<file path="src/rtl/mem_access.sv">
// rtl/mem_access.sv - MIPS data-memory stage: req/ack data-RAM access with stall, alignment and timeout handling
module mem_access #(
    parameter int unsigned TIMEOUT = 16
) (
    input  logic        CLK,
    input  logic        RST,
    input  logic        Valid,
    input  logic [31:0] Ins,
    input  logic [31:0] Result,
    input  logic [31:0] Rdata2,
    output logic        Stall,
    output logic [31:0] Ldata,
    output logic        Done,
    output logic        AlignErr,
    output logic        BusErr,
    output logic        dm_req,
    output logic        dm_we,
    output logic [3:0]  dm_be,
    output logic [31:0] dm_addr,
    output logic [31:0] dm_wdata,
    input  logic [31:0] dm_rdata,
    input  logic        dm_ack
);

    localparam logic [5:0] OP_LB  = 6'h20;
    localparam logic [5:0] OP_LH  = 6'h21;
    localparam logic [5:0] OP_LW  = 6'h23;
    localparam logic [5:0] OP_LBU = 6'h24;
    localparam logic [5:0] OP_LHU = 6'h25;
    localparam logic [5:0] OP_SB  = 6'h28;
    localparam logic [5:0] OP_SH  = 6'h29;
    localparam logic [5:0] OP_SW  = 6'h2B;

    localparam int unsigned CW = 16;
    localparam logic [CW-1:0] CNT_LAST = (TIMEOUT == 0) ? '0 : CW'(TIMEOUT - 1);

    typedef enum logic [1:0] {S_IDLE, S_REQ, S_DONE} state_t;

    state_t          state;
    logic [CW-1:0]   cnt;
    logic [5:0]      lat_op;
    logic [1:0]      lat_lo;

    logic [5:0]  op;
    logic        is_mem;
    logic        is_store;
    logic        misaligned;
    logic [3:0]  be_c;
    logic [31:0] wdata_c;
    logic        start;
    logic [7:0]  rd_byte;
    logic [15:0] rd_half;
    logic [31:0] load_ext;
    logic        unused_bits;

    assign op          = Ins[31:26];
    assign unused_bits = ^Ins[25:0];

    always_comb begin
        is_mem     = 1'b1;
        is_store   = 1'b0;
        misaligned = 1'b0;
        be_c       = 4'b0000;
        wdata_c    = 32'h0;
        case (op)
            OP_LB, OP_LBU, OP_SB: begin
                be_c    = 4'b0001 << Result[1:0];
                wdata_c = {4{Rdata2[7:0]}};
            end
            OP_LH, OP_LHU, OP_SH: begin
                misaligned = Result[0];
                be_c       = Result[1] ? 4'b1100 : 4'b0011;
                wdata_c    = {2{Rdata2[15:0]}};
            end
            OP_LW, OP_SW: begin
                misaligned = |Result[1:0];
                be_c       = 4'b1111;
                wdata_c    = Rdata2;
            end
            default: is_mem = 1'b0;
        endcase
        is_store = (op == OP_SB) || (op == OP_SH) || (op == OP_SW);
    end

    assign start    = (state == S_IDLE) && Valid && is_mem && !misaligned;
    assign Stall    = RST && (start || (state == S_REQ));
    assign AlignErr = RST && (state == S_IDLE) && Valid && is_mem && misaligned;

    // Extraction uses the latched address/opcode; the live inputs may already have moved on.
    always_comb begin
        rd_byte  = 8'(dm_rdata >> {lat_lo, 3'b000});
        rd_half  = lat_lo[1] ? dm_rdata[31:16] : dm_rdata[15:0];
        load_ext = 32'h0;
        case (lat_op)
            OP_LB:   load_ext = {{24{rd_byte[7]}}, rd_byte};
            OP_LBU:  load_ext = {24'h0, rd_byte};
            OP_LH:   load_ext = {{16{rd_half[15]}}, rd_half};
            OP_LHU:  load_ext = {16'h0, rd_half};
            OP_LW:   load_ext = dm_rdata;
            default: load_ext = 32'h0;
        endcase
    end

    always_ff @(posedge CLK or negedge RST) begin
        if (!RST) begin
            state    <= S_IDLE;
            cnt      <= '0;
            lat_op   <= 6'h0;
            lat_lo   <= 2'b00;
            Ldata    <= 32'h0;
            Done     <= 1'b0;
            BusErr   <= 1'b0;
            dm_req   <= 1'b0;
            dm_we    <= 1'b0;
            dm_be    <= 4'b0000;
            dm_addr  <= 32'h0;
            dm_wdata <= 32'h0;
        end else begin
            case (state)
                S_IDLE: begin
                    Done   <= 1'b0;
                    BusErr <= 1'b0;
                    Ldata  <= 32'h0;
                    cnt    <= '0;
                    if (start) begin
                        dm_req   <= 1'b1;
                        dm_we    <= is_store;
                        dm_be    <= be_c;
                        dm_addr  <= {Result[31:2], 2'b00};
                        dm_wdata <= wdata_c;
                        lat_op   <= op;
                        lat_lo   <= Result[1:0];
                        state    <= S_REQ;
                    end
                end
                S_REQ: begin
                    cnt <= cnt + 1'b1;
                    // Ack is checked first so an ack on the final allowed cycle beats the timeout.
                    if (dm_ack || (TIMEOUT != 0 && cnt == CNT_LAST)) begin
                        dm_req   <= 1'b0;
                        dm_we    <= 1'b0;
                        dm_be    <= 4'b0000;
                        dm_addr  <= 32'h0;
                        dm_wdata <= 32'h0;
                        Done     <= 1'b1;
                        BusErr   <= !dm_ack;
                        Ldata    <= dm_ack ? load_ext : 32'h0;
                        state    <= S_DONE;
                    end
                end
                S_DONE: begin
                    Done   <= 1'b0;
                    BusErr <= 1'b0;
                    Ldata  <= 32'h0;
                    cnt    <= '0;
                    state  <= S_IDLE;
                end
                default: state <= S_IDLE;
            endcase
        end
    end

endmodule

</file>
<file path="config.mk">
export PLATFORM = sky130hd
export DESIGN_NAME = mem_access
export DESIGN_NICKNAME = d
export VERILOG_FILES = /design/src/rtl/mem_access.sv
export SDC_FILE = /design/constraint.sdc
export NUM_CORES = 1
export LEC_CHECK = 0
export ABC_AREA = 0
export BUFFER_PORTS_ARGS = -buffer_cell sky130_fd_sc_hd__buf_2
export CAP_MARGIN = 20
export CORE_MARGIN = 3
export CORE_UTILIZATION = 30
export DETAILED_ROUTE_END_ITERATION = 7
export PLACE_DENSITY = 0.54
export SLEW_MARGIN = 15
export SYNTH_ARGS = -nofsm -noshare
export SYNTH_HDL_FRONTEND = slang
export SYNTH_SLANG_ARGS = --single-unit
</file>
<file path="constraint.sdc">
create_clock -name CLK -period 1.9 [get_ports CLK]
set_input_delay 0.095 -clock CLK [delete_from_list [all_inputs] [get_ports CLK]]
set_output_delay 0.095 -clock CLK [all_outputs]
set_load 0.005 [all_outputs]
</file>
==> impl_metrics.toml <==
[sta]
number_of_pins_exceeding_their_max_slew_limit_in_the_final_report = 0
fin_worst_skew_ns = 0.009635
final.min_clock_period_ns = 1.890
worst_pin_slew_ns = 0.5355
rsz0062_at_grt = "true"
fmax_mhz = 529.0
finalHoldViolations = 0
layout_setup_ws_ns = 0.009579
timing.slew.headroom_pct = 63.83
setup_viols_final = 0
fin_crit_sh_pct = 99.50

[pwr]
post-layout-total-power_mw = 8.177
leakage_nw = 4.576
power-per-cell-area_mw_per_mm2 = 895.6
peakVddDrop_v = 0.0005447

[synthesis]
yosys.cell_types.count = 53
synth_warnings = 0
synth_sequential_area_ratio_pct = 53.58
postSynthCellCount = 533
synth_area_per_cell_um2 = 11.22
number_of_enable_type_register_cells_in_the_synthesized_netlist = 0
synth.ff_latch_count = 128
postSynth.asyncResetShare_pct = 100.0
synthFlopType = "dfrtp_1"
post_synth_instance_area_mm2 = 0.005978

[worst_hold_path]
min_path_cells = 3
sink_of_the_worst_hold_path = "Ldata[22]"
holdCritPathClass = "primary input to flop"
hp-start = "dm_rdata[22]"

[clock_tree]
cts-root-buf = "clkbuf_16"
clk_path_buf_depth = 2
clock_sinks = 128
cts_tree = "built"
worst_skew_pair.late_latency_ns = 0.42
numCtsBuffers = 17
h-tree-depth = 4
clk_transition_reported_paths_ns = 0.06

[grt]
grt_pass1_vias = 5952
number_of_antenna_violations_at_the_first_check_in_global_routing = 1
pin_count_of_the_biggest_net_entering_global_routing = 79
gr-total-overflow = 0
grt_first_pass_wirelength_mm = 31.57
grt_use_total_pct = 18.23

[critical_path]
cp.buffers_inverters = 2
timing.critical_path.slowest_cell_delay_ns = 0.39
cp.arrival_ns = 1.80
reg2reg_slack_ns = 0.06
worstReg2RegEnd = "Ldata[24]"
worstPathCellList = "nor3b_2 > o2111a_1 > buf_6 > nand2_4 > nor3_4 > buf_2"
reg_to_reg_critical_path_startpoint = "lat_op[1]"
worst-r2r-cell-count = 7
end_kind = "primary output"
critPathRequiredTime_ns = 1.80
worst-path-max-fanout = 3
timing_worst_setup_path_type = "flop to primary output"
cp_slowest_cell = "dfrtp_1"
timing.critical_path.max_delay_family = "simple AND/OR/NAND/NOR gates"
critPathLaunchType = "flop"

[drt]
detailedRoute.firstPassIterationCount = 4
drt_first_iter_violations = 240
remaining_drc_errors = 0
dr_total_vias = 5568
routed_via_density = 4.949
totalWireLength_mm = 20.03
antenna_left = 0
routedWlPerCell_um = 17.80

[place]
pre_cts_ws_ns = -0.04608
placed_cells = 1012
gpl.final_weighted_congestion = 0.8620
hpwl_mm = 14.04
placement.io_buffers = 209

[final_layout]
finalNonFillerCells = 1125
mostFrequentLayoutCell = "buf_2"
drive_above_1_share_pct = 38.53
most-common-layout-cells = "buf_2, dfrtp_1, dlygate4sd3_1"
multi_input_comb_area_mm2 = 0.002700
finalNetCount = 979
flow.area_growth_from_synthesis_pct = 52.72
register_area_mm2 = 0.003204
fillCellCount = 1889

[floorplanning]
core_mm2 = 0.01953
die_height_um = 147.2
design.portCount = 238
effective_utilization_at_floorplan_pct = 30.62
std_cell_rows = 51
die_outline_area_mm2 = 0.02166
die-width_um = 147.2

[run_status]
status = "completed"

[job]
max_cap_viol_count = 0
## worst register-to-register path, delay by kind of cell, from the launching register on
| family | cells | cell delay, ns |
|---|---|---|
| compound gates | 4 | 0.67 |
| flops | 1 | 0.39 |
| simple gates | 1 | 0.36 |
| buf+inv | 2 | 0.35 |
## per-stage QoR
step	cell area [µm²]	utilization [%]	hold WS (ns)	TNS, ns
finish	9130	46.76	0.005955	0
global route	9128	46.74	0.005871	-0.2279
CTS	8936	45.76	0.003262	-0.002140
detailed placement	7612	38.99	-0.009622	-0.2902
global placement	7612	38.99	-0.01329	-0.02608
floorplan	5992	-	-0.2006	0
## cell families after synthesis
| family | Yosys count | synth area share, % |
|---|---|---|
| other | 1 | 0.06273 |
| AO/OA/AOI/OAI | 186 | 23.99 |
| flip-flops | 128 | 53.58 |
| AND/OR/NAND/NOR | 119 | 10.55 |
| multiplexers | 35 | 6.111 |
| buffers and inverters | 50 | 3.600 |
| adder cells (fa/ha/maj) | 1 | 0.2093 |
| XOR/XNOR | 13 | 1.905 |
## layout make-up
| cell class | instances | area share, % |
|---|---|---|
| clock inverter | 15 | 1.768 |
| multi-input combinational | 356 | 29.57 |
| inverter | 5 | 0.2056 |
| tap | 265 | 3.632 |
| timing repair buffer | 338 | 25.04 |
| clock buffer | 17 | 4.659 |
| sequential | 128 | 35.10 |
| antenna | 1 | 0.02741 |
## layer usage
metal	vias to the layer above	GRT usage (%)	wire length, µm
met5	-	0	0
met4	0	5.219	240
met3	19	5.861	1572
met2	210	29.98	9591
met1	2712	23.15	8624
li1	2627	-	-
## report_power, final
part	switching [mW]	total, mW	internal, mW
combinational	0.869	1.78	0.911
clock	1.47	3.23	1.77
sequential	0.186	3.16	2.98
total	2.52	8.18	5.66
## flip-flops by register name, summed over array words and instances (netlist names), 2 cells and up
signal and cells:
dm_wdata 32, cnt 16, lat_lo 2, lat_op 6
state 2, Ldata 32, dm_addr 30, dm_be 4
## cell usage after synthesis, drive strengths merged (3+ instances only)
| cell | instances | area (µm²) |
|---|---|---|
| a21oi | 26 | 130.1 |
| a22o | 49 | 429.2 |
| a22oi | 23 | 172.7 |
| and2 | 15 | 93.84 |
| and3 | 4 | 25.02 |
| buf | 18 | 93.84 |
| clkbuf | 27 | 102.6 |
| dfrtp | 128 | 3203 |
| inv | 5 | 18.77 |
| mux2i | 32 | 320.3 |
| nand2 | 49 | 183.9 |
| nand3 | 6 | 30.03 |
| nand4 | 3 | 18.77 |
| nor2 | 9 | 33.78 |
| nor2b | 9 | 56.30 |
| nor3 | 4 | 20.02 |
| nor3b | 3 | 22.52 |
| nor4 | 3 | 18.77 |
| o21ai | 23 | 115.1 |
| o2bb2ai | 48 | 420.4 |
| xnor2 | 6 | 52.55 |
| xor2 | 7 | 61.31 |
## repair_timing
| action | CTS | global route |
|---|---|---|
| endpoints found under the setup margin | 26 | 75 |
| setup buffers | 1 | 8 |
| cloned | 0 | 1 |
| hold buffers | 70 | 1 |
| pin swaps | 2 | 7 |
| gates resized for setup | 6 | 29 |
| hold endpoints to repair | 198 | 1 |
## how the worst max path moves through the flow
stage / start / to / cells after the start
final: state[1] / AlignErr / 6
after global routing: state[1] / AlignErr / 6
after CTS: state[0] / AlignErr / 6
after detailed placement: cnt[12] / dm_wdata[24] / 6
after global placement: cnt[7] / dm_wdata[29] / 6
after floorplan: lat_op[1] / Ldata[16] / 7
No activity file was read; power rests on OpenSTA's default activity.
